**src/rtl/osd_blend.sv**
```systemverilog
// -----------------------------------------------------------------------------
// osd_blend -- on-screen-display mixer for the pixel-clock video path.
//
// Sits between the video source and the DVI encoder. It counts active pixels
// and lines, hands window-relative coordinates to an external glyph/colour
// source, and mixes the returned colour into the video inside a rectangle.
// Window bounds, enable and mix mode are captured on the rising edge of vsync
// so a frame is always drawn with one consistent configuration.
//
// Pipeline (video and syncs are delayed by exactly 2 clocks in every mode):
//   stage 0 : pixel/line counters, window test, coordinate output register
//   stage 1 : mix with the OSD colour returned one clock after the coordinates
//
// Build option:
//   OSD_BLEND_ALPHA_EN  defined   -> mode 1 is a 50 % blend (video+osd)>>1
//                       undefined -> mode 1 behaves as replace (mode 0)
//
// Ports:
//   clk_pixel                pixel clock, all logic on the rising edge
//   resetn                   asynchronous active-low reset
//   i_r/i_g/i_b              input video, C_depth bits per channel
//   i_hsync/i_vsync/i_blank  input syncs and blank (vsync active-high)
//   i_osd_en, i_mode         overlay enable and mix mode (shadowed at vsync)
//   i_x_start/i_x_stop       window X bounds, half-open (shadowed at vsync)
//   i_y_start/i_y_stop       window Y bounds, half-open (shadowed at vsync)
//   i_key                    colour key {r,g,b} for mode 2, used live
//   o_osd_x/o_osd_y          window-relative coordinates, 0 outside window
//   i_osd_r/i_osd_g/i_osd_b  OSD colour, valid 1 clock after o_osd_x/y
//   o_r/o_g/o_b              mixed video, forced to 0 while o_blank=1
//   o_hsync/o_vsync/o_blank  syncs delayed to line up with o_r/o_g/o_b
// -----------------------------------------------------------------------------
module osd_blend #(
    parameter int C_depth  = 8,
    parameter int C_x_bits = 11,
    parameter int C_y_bits = 11
) (
    input  logic                   clk_pixel,
    input  logic                   resetn,
    input  logic [C_depth-1:0]     i_r,
    input  logic [C_depth-1:0]     i_g,
    input  logic [C_depth-1:0]     i_b,
    input  logic                   i_hsync,
    input  logic                   i_vsync,
    input  logic                   i_blank,
    input  logic                   i_osd_en,
    input  logic [1:0]             i_mode,
    input  logic [C_x_bits-1:0]    i_x_start,
    input  logic [C_x_bits-1:0]    i_x_stop,
    input  logic [C_y_bits-1:0]    i_y_start,
    input  logic [C_y_bits-1:0]    i_y_stop,
    input  logic [3*C_depth-1:0]   i_key,
    output logic [C_x_bits-1:0]    o_osd_x,
    output logic [C_y_bits-1:0]    o_osd_y,
    input  logic [C_depth-1:0]     i_osd_r,
    input  logic [C_depth-1:0]     i_osd_g,
    input  logic [C_depth-1:0]     i_osd_b,
    output logic [C_depth-1:0]     o_r,
    output logic [C_depth-1:0]     o_g,
    output logic [C_depth-1:0]     o_b,
    output logic                   o_hsync,
    output logic                   o_vsync,
    output logic                   o_blank
);

    localparam logic [C_x_bits-1:0] X_MAX = {C_x_bits{1'b1}};
    localparam logic [C_y_bits-1:0] Y_MAX = {C_y_bits{1'b1}};

    // -------------------------------------------------------------------------
    // Per-channel mix. Only called for pixels inside the window.
    // Mode 1 without the alpha build falls through to plain replace so the
    // per-channel adders disappear from the netlist entirely.
    // -------------------------------------------------------------------------
    function automatic logic [C_depth-1:0] mix_ch(
        input logic [C_depth-1:0] vid,
        input logic [C_depth-1:0] osd,
        input logic [1:0]         mode,
        input logic               key_hit
    );
        logic [C_depth-1:0] res;
        res = osd;
        case (mode)
            2'd1: begin
`ifdef OSD_BLEND_ALPHA_EN
                // One extra bit holds the carry; the shift drops the LSB
                // (truncation, no rounding).
                res = C_depth'(({1'b0, vid} + {1'b0, osd}) >> 1);
`else
                res = osd;
`endif
            end
            2'd2: begin
                if (key_hit) begin
                    res = vid;
                end else begin
                    res = osd;
                end
            end
            default: res = osd;
        endcase
        return res;
    endfunction

    // ---------------------------------------------------------------- state --
    logic [C_x_bits-1:0] x_q, x_d;
    logic [C_y_bits-1:0] y_q, y_d;
    logic                blank_prev_q;
    logic                vsync_prev_q;

    logic                sh_en_q;
    logic [1:0]          sh_mode_q;
    logic [C_x_bits-1:0] sh_xs_q;
    logic [C_x_bits-1:0] sh_xe_q;
    logic [C_y_bits-1:0] sh_ys_q;
    logic [C_y_bits-1:0] sh_ye_q;

    // stage 0 outputs
    logic [C_x_bits-1:0] osd_x_q, osd_x_d;
    logic [C_y_bits-1:0] osd_y_q, osd_y_d;
    logic                in_win_q;
    logic [1:0]          mode1_q;
    logic [C_depth-1:0]  r1_q, g1_q, b1_q;
    logic                hs1_q, vs1_q, bl1_q;

    // stage 1 outputs
    logic [C_depth-1:0]  r2_q, g2_q, b2_q;
    logic [C_depth-1:0]  r2_d, g2_d, b2_d;
    logic                hs2_q, vs2_q, bl2_q;

    // combinational helpers
    logic                vsync_rise_s;
    logic                line_end_s;
    logic                in_win_s;
    logic                key_hit_s;

    assign vsync_rise_s = i_vsync & ~vsync_prev_q;
    // Blank going high marks the end of an active line.
    assign line_end_s   = i_blank & ~blank_prev_q;

    // Next-state for the saturating pixel (x) and line (y) counters.
    always_comb begin
        x_d = x_q;
        y_d = y_q;

        if (i_blank) begin
            x_d = '0;
        end else if (x_q != X_MAX) begin
            x_d = x_q + 1'b1;
        end else begin
            x_d = x_q;
        end

        if (i_vsync) begin
            y_d = '0;
        end else if (line_end_s && (y_q != Y_MAX)) begin
            y_d = y_q + 1'b1;
        end else begin
            y_d = y_q;
        end
    end

    // Window test and window-relative coordinates for the current pixel.
    // x_q/y_q are the coordinates of the pixel presented on the inputs now.
    // An inverted or zero-size window can never satisfy both compares.
    always_comb begin
        in_win_s = 1'b0;
        osd_x_d  = '0;
        osd_y_d  = '0;
        if (sh_en_q && !i_blank &&
            (x_q >= sh_xs_q) && (x_q < sh_xe_q) &&
            (y_q >= sh_ys_q) && (y_q < sh_ye_q)) begin
            in_win_s = 1'b1;
            osd_x_d  = x_q - sh_xs_q;
            osd_y_d  = y_q - sh_ys_q;
        end else begin
            in_win_s = 1'b0;
            osd_x_d  = '0;
            osd_y_d  = '0;
        end
    end

    // Counters and the edge-detector history bits.
    always_ff @(posedge clk_pixel or negedge resetn) begin
        if (!resetn) begin
            x_q          <= '0;
            y_q          <= '0;
            blank_prev_q <= 1'b0;
            vsync_prev_q <= 1'b0;
        end else begin
            x_q          <= x_d;
            y_q          <= y_d;
            blank_prev_q <= i_blank;
            vsync_prev_q <= i_vsync;
        end
    end

    // Shadow copy of the window configuration, captured on vsync rising edge.
    always_ff @(posedge clk_pixel or negedge resetn) begin
        if (!resetn) begin
            sh_en_q   <= 1'b0;
            sh_mode_q <= 2'd0;
            sh_xs_q   <= '0;
            sh_xe_q   <= '0;
            sh_ys_q   <= '0;
            sh_ye_q   <= '0;
        end else if (vsync_rise_s) begin
            sh_en_q   <= i_osd_en;
            sh_mode_q <= i_mode;
            sh_xs_q   <= i_x_start;
            sh_xe_q   <= i_x_stop;
            sh_ys_q   <= i_y_start;
            sh_ye_q   <= i_y_stop;
        end
    end

    // Stage 0 pipeline register: coordinates out, video/syncs and window flag
    // carried along so they meet the OSD colour arriving one clock later.
    // The mode travels with the pixel so a vsync capture cannot change the
    // mode of a pixel already in flight.
    always_ff @(posedge clk_pixel or negedge resetn) begin
        if (!resetn) begin
            osd_x_q  <= '0;
            osd_y_q  <= '0;
            in_win_q <= 1'b0;
            mode1_q  <= 2'd0;
            r1_q     <= '0;
            g1_q     <= '0;
            b1_q     <= '0;
            hs1_q    <= 1'b0;
            vs1_q    <= 1'b0;
            bl1_q    <= 1'b0;
        end else begin
            osd_x_q  <= osd_x_d;
            osd_y_q  <= osd_y_d;
            in_win_q <= in_win_s;
            mode1_q  <= sh_mode_q;
            r1_q     <= i_r;
            g1_q     <= i_g;
            b1_q     <= i_b;
            hs1_q    <= i_hsync;
            vs1_q    <= i_vsync;
            bl1_q    <= i_blank;
        end
    end

    // Stage 1 mix. The key compares against the live key register.
    always_comb begin
        key_hit_s = ({i_osd_r, i_osd_g, i_osd_b} == i_key);
        r2_d      = r1_q;
        g2_d      = g1_q;
        b2_d      = b1_q;
        if (bl1_q) begin
            // blank wins over every mode
            r2_d = '0;
            g2_d = '0;
            b2_d = '0;
        end else if (in_win_q) begin
            r2_d = mix_ch(r1_q, i_osd_r, mode1_q, key_hit_s);
            g2_d = mix_ch(g1_q, i_osd_g, mode1_q, key_hit_s);
            b2_d = mix_ch(b1_q, i_osd_b, mode1_q, key_hit_s);
        end else begin
            r2_d = r1_q;
            g2_d = g1_q;
            b2_d = b1_q;
        end
    end

    // Stage 1 output register.
    always_ff @(posedge clk_pixel or negedge resetn) begin
        if (!resetn) begin
            r2_q  <= '0;
            g2_q  <= '0;
            b2_q  <= '0;
            hs2_q <= 1'b0;
            vs2_q <= 1'b0;
            bl2_q <= 1'b0;
        end else begin
            r2_q  <= r2_d;
            g2_q  <= g2_d;
            b2_q  <= b2_d;
            hs2_q <= hs1_q;
            vs2_q <= vs1_q;
            bl2_q <= bl1_q;
        end
    end

    assign o_osd_x = osd_x_q;
    assign o_osd_y = osd_y_q;
    assign o_r     = r2_q;
    assign o_g     = g2_q;
    assign o_b     = b2_q;
    assign o_hsync = hs2_q;
    assign o_vsync = vs2_q;
    assign o_blank = bl2_q;

endmodule

```
**config.mk**
```make
export PLATFORM = sky130hd
export DESIGN_NAME = osd_blend
export DESIGN_NICKNAME = d
export VERILOG_FILES = /design/src/rtl/osd_blend.sv
export SDC_FILE = /design/constraint.sdc
export NUM_CORES = 1
export LEC_CHECK = 0
export CAP_MARGIN = 15
export CORE_MARGIN = 1.5
export CORE_UTILIZATION = 49
export DETAILED_ROUTE_END_ITERATION = 7
export GPL_TIMING_DRIVEN = 0
export PLACE_DENSITY_LB_ADDON = 0.15
export SYNTH_ARGS = -nofsm -noshare
export SYNTH_HDL_FRONTEND = slang
export SYNTH_SLANG_ARGS = --single-unit
```
**constraint.sdc**
```tcl
create_clock -name clk_pixel -period 6.5 [get_ports clk_pixel]
set_clock_uncertainty 0.15 [all_clocks]
set_input_delay 1.3 -clock clk_pixel [delete_from_list [all_inputs] [get_ports clk_pixel]]
set_output_delay 1.3 -clock clk_pixel [all_outputs]
set_load 0.02 [all_outputs]
```
---- Word level (Yosys, flattened, before mapping) ----
Cells that the tools add are included.
cells by class
  add/sub/neg operators ................... 4
  $lt $le $gt $ge ......................... 4
  equality and inequality tests ........... 4
  mux-type cells .......................... 19
  bitwise gates (word level) .............. 4
  reductions and logical operators ........ 9
operators by type and width
  cell                                           count
  two-way mux 8 bit                              12
  two-way mux 11 bit                             6
  == test 24 bit                                 1
  adder 11 x 1 -> 11 bit, second input constant  2
  >= comparator 11 bit                           2
  < comparator 11 bit                            2
  inequality test 11 bit, second input constant  2
  subtractor 11 bit                              2
  logical AND 1 bit                              6
  nonzero test 2 bit                             2
  bitwise AND 1 bit                              2
  == test 2 bit, second input constant           1
  inverter 1 bit                                 2
  logical NOT 1 bit                              1
  two-way mux 1 bit                              1
word-level totals
  bits in registers ....................... 148
  bits of input ports ..................... 124
  output and inout bits ................... 49
  logic and storage cells ................. 68

---- Depth between registers and ports, before layout ----
  depth in word-level cells ............... 7
  depth in mapped cells ................... 10
  mapped depth without buffers ............ 10

---- Worst setup path before layout ----
No wires, ideal clock.
  path kind ............................... input to register
  start ................................... input i_key[15]
  end ..................................... register b2_q[1], in the netlist o_b[1]
  setup time .............................. 0.132 ns
  data arrival time ....................... 2.905 ns
  data required time ...................... 6.218 ns
  path slack .............................. 3.313 ns
  stages .................................. 7
  cell sequence ........................... xor2_1 nor4_1 nand4_1 o41ai_4 buf_6 mux2i_1 nor2_1
on the way
  word-level cells in the longest chain between the ends .. 5
RTL lines
  what                  RTL line  RTL
  start, declared       51        input logic [3*C_depth-1:0] i_key,
  == test 24 bit        247       key_hit_s = ({i_osd_r, i_osd_g, i_osd_b} == i_key);
  two-way mux 8 bit     92        if (key_hit) begin
  two-way mux 8 bit     81        case (mode)
  two-way mux 8 bit     256       end else if (in_win_q) begin
  two-way mux 8 bit     251       if (bl1_q) begin
  net b2_d[1]           126       logic [C_depth-1:0] r2_d, g2_d, b2_d;
  end signal, assigned  272       b2_q <= '0;
  end signal, assigned  279       b2_q <= b2_d;
  end, declared         125       logic [C_depth-1:0] r2_q, g2_q, b2_q;
The timed path passes the listed nets, and every way through them passes these cells.
A chain may end at the register's enable or synchronous reset.

---- Worst setup path after layout ----
  start ................................... input i_osd_g[1]
  end ..................................... register r2_q[3], in the netlist o_r[3]
on the way
  word-level cells in the longest chain between the ends .. 5
RTL lines
  what                  RTL line  RTL
  start, declared       55        input logic [C_depth-1:0] i_osd_g,
  == test 24 bit        247
  two-way mux 8 bit     92
  two-way mux 8 bit     81
  two-way mux 8 bit     256
  two-way mux 8 bit     251
  net r2_d[3]           126
  end signal, assigned  277       r2_q <= r2_d;
  end, declared         125
The timed path passes the listed nets, and every way through them passes these cells.

==> impl_metrics.tcl <==
set metrics [dict create \
    maxCapViolations 0 \
    drt-met1-wl_um 6902 \
    synth_fp_nets 830 \
    finalSetupTns_ps 0 \
    cts.sinks 148 \
    ant_nets 0 \
    clk_pin_slew_ps 60 \
    finalCritPeriodShare_pct 57.56 \
    finalNetCount 1022 \
    start_kind "input port" \
    die_h_um 122.7 \
    ctsHtreeMaxLevel 4 \
    netlist_area_mm2 0.007019 \
    startpoint "i_osd_g[1]" \
    clk_latency_ps 430 \
    power_density_mw_per_mm2 246.2 \
    io_buffer_count 172 \
    drive_gt1_share_pct 5.440 \
    io-pin-count 173 \
    r2r_slack_ps 3470 \
    dpl_worst_slack_ps 2223 \
    required_ps 6620 \
    path_max_fanout 10 \
    root_buffer "clkbuf_16" \
    met3WireLength_um 1274 \
    grt_max_degree 76 \
    rsz0062_at_grt "no" \
    cts_buffers 17 \
    timing.rr.end "o_osd_x[5]" \
    fp-row-count 43 \
    synth_edf_count 0 \
    met2_length_um 8509 \
    grt_pass1_wl_um 27120 \
    setup_viol 0 \
    r2r_start "y_q[5]" \
    endpoint "o_r[3]" \
    wl_um 16930 \
    synthArstFlopShare_pct 100.0 \
    period_needed_ps 3741 \
    critPathArrivalTime_ps 3870 \
    start_util_pct 50.37 \
    mostFrequentLayoutCells "171 x clkdlybuf4s50_1, 148 x dfrtp_1, 69 x nand2_1, 52 x o21ai_0, 50 x nor2_1" \
    post-route-util_pct 69.00 \
    overflow 0 \
    via_per_inst 5.219 \
    hp-class "reg -> reg" \
    avgSynthCellArea_um2 10.64 \
    timing.final.hold_violations 0 \
    synth_ff_type "dfrtp_1" \
    dp_hpwl_um 12920 \
    detail_route.wl_per_cell_um 16.22 \
    ff2ff_path_depth 8 \
    path_class "in -> reg" \
    ys_warn_count 0 \
    grt_pass1_vias 5508 \
    place_congestion 0.8664 \
    antenna_found_initial 0 \
    finalPower_mw 2.367 \
    cts.path.max_buffers 2 \
    cts_setup_buffers 0 \
    setup_slack_ps 2759 \
    p_leak_nw 4.503 \
    slew_violations 0 \
    drtIter0Drc 329 \
    seq_area_frac_synth_pct 52.76 \
    max_slew.worst_pin.slew_ps 836.4 \
    final_common_cell "clkdlybuf4s50_1" \
    highest_layer "met4" \
    end_kind "flop" \
    yosys_register_bits 148 \
    vias 5449 \
    dr.pass1.iters 4 \
    hold_slack_ps 206.1 \
    yosysUniqueCellTypes 50 \
    cts_resized 0 \
    syn_inst 660 \
    cts_hold_buf 0 \
    tritoncts "done" \
    vdd_drop_max_mv 0.1365 \
    diodes 0 \
    clock.fmax_ghz 0.2673 \
    die_x_um 122.7 \
    grt_usage_pct 23.95 \
    outcome "finished, final reports clean" \
    slew_headroom_pct 43.72 \
    area_growth_pct 36.99 \
    drc 0 \
    core-area_mm2 0.01393 \
    dieArea_mm2 0.01505 \
]
[cells by family (layout without fill, tap and decap cells)]
logic type | count (synthesis) | count (layout) | synth area share (%)
xor+xnor | 51 | 51 | 6.364
buf+inv | 66 | 270 | 3.761
simple gates | 199 | 199 | 13.64
mux | 32 | 32 | 4.688
fa+ha+maj | 46 | 46 | 8.414
flops | 148 | 148 | 52.76
compound gates | 118 | 118 | 10.37
[layer usage]
| metal | GRT usage (%) | vias to the layer above |
|---|---|---|
| met4 | 8.648 | 0 |
| li1 | - | 2648 |
| met2 | 40.80 | 177 |
| met1 | 29.33 | 2608 |
| met3 | 6.180 | 16 |
| met5 | 0 | - |
[final cells by class]
class,count,area [µm²]
Sequential cell,148,3704
Multi-Input combinational cell,446,3052
Clock inverter,8,122.6
Tap cell,180,225.2
Clock buffer,23,498.0
Inverter,47,176.4
Fill cell,1077,4319
Buffer,19,87.58
Timing Repair Buffer,173,1750
[worst max-delay path, stage by stage]
cell and delay, ps:
clkdlybuf4s50_1 450, xor2_1 150, nor4_1 480, nand4_1 230, o41ai_4 720, buf_6 260
mux2i_1 200, nor2_1 70
[cell usage after synthesis (all sizes together) (2+ instances only)]
cell type	number	area, µm²
mux2	7	78.83
o21a	4	30.03
nand2	69	259.0
ha	44	550.5
buf	4	31.27
and2	15	93.84
nor4	6	37.54
o21bai	3	22.52
nand3	8	40.04
a21o	7	52.55
nor2b	8	50.05
or2	2	12.51
and4	6	52.55
xor2	26	227.7
inv	47	176.4
o21ai	52	260.3
and3	7	43.79
mux2i	25	250.2
fa	2	40.04
xnor2	25	219.0
nor2	50	187.7
or3	2	12.51
nor3	3	15.01
a31oi	5	31.28
a41oi	3	26.28
a211o	3	26.28
a21oi	26	130.1
nand2b	4	25.02
nor3b	2	15.01
nand4	14	87.58
dfrtp	148	3704
clkbuf	15	56.30
a211oi	3	22.52
[worst min path at each step]
stage | slack (ps) | start | cells after the start | endpoint
after global routing | 220 | hs1_q | 0 | o_hsync
final | 210 | hs1_q | 0 | o_hsync
after CTS | 200 | hs1_q | 0 | o_hsync
after detailed placement | 190 | hs1_q | 0 | o_hsync
after global placement | 180 | hs1_q | 0 | o_hsync
after floorplan | 180 | hs1_q | 0 | o_hsync
[power breakdown]
part           internal (mW)  switching (mW)
sequential             0.981          0.0215
combinational          0.180           0.179
clock                  0.651           0.355
total                   1.81           0.556
[flip-flops by register name (all words and copies together), names as in the netlist]
name / count
y_q: 11
o_vsync: 1
sh_ye_q: 11
g1_q: 8
o_g: 8
sh_xe_q: 11
o_osd_x: 11
sh_mode_q: 2
bl1_q: 1
vs1_q: 1
o_b: 8
sh_xs_q: 11
hs1_q: 1
r1_q: 8
o_osd_y: 11
o_hsync: 1
sh_en_q: 1
mode1_q: 2
x_q: 11
sh_ys_q: 11
in_win_q: 1
b1_q: 8
o_r: 8
o_blank: 1
[stage by stage]
step | area [µm²] | instances
2_1_floorplan | 7019 | 660
3_3_place_gp | 8966 | 1012
3_5_place_dp | 8995 | 1013
4_1_cts | 9615 | 1044
5_1_grt | 9615 | 1044
6_report | 9615 | 1044
Note: power is estimated with default switching activity, not from simulation.
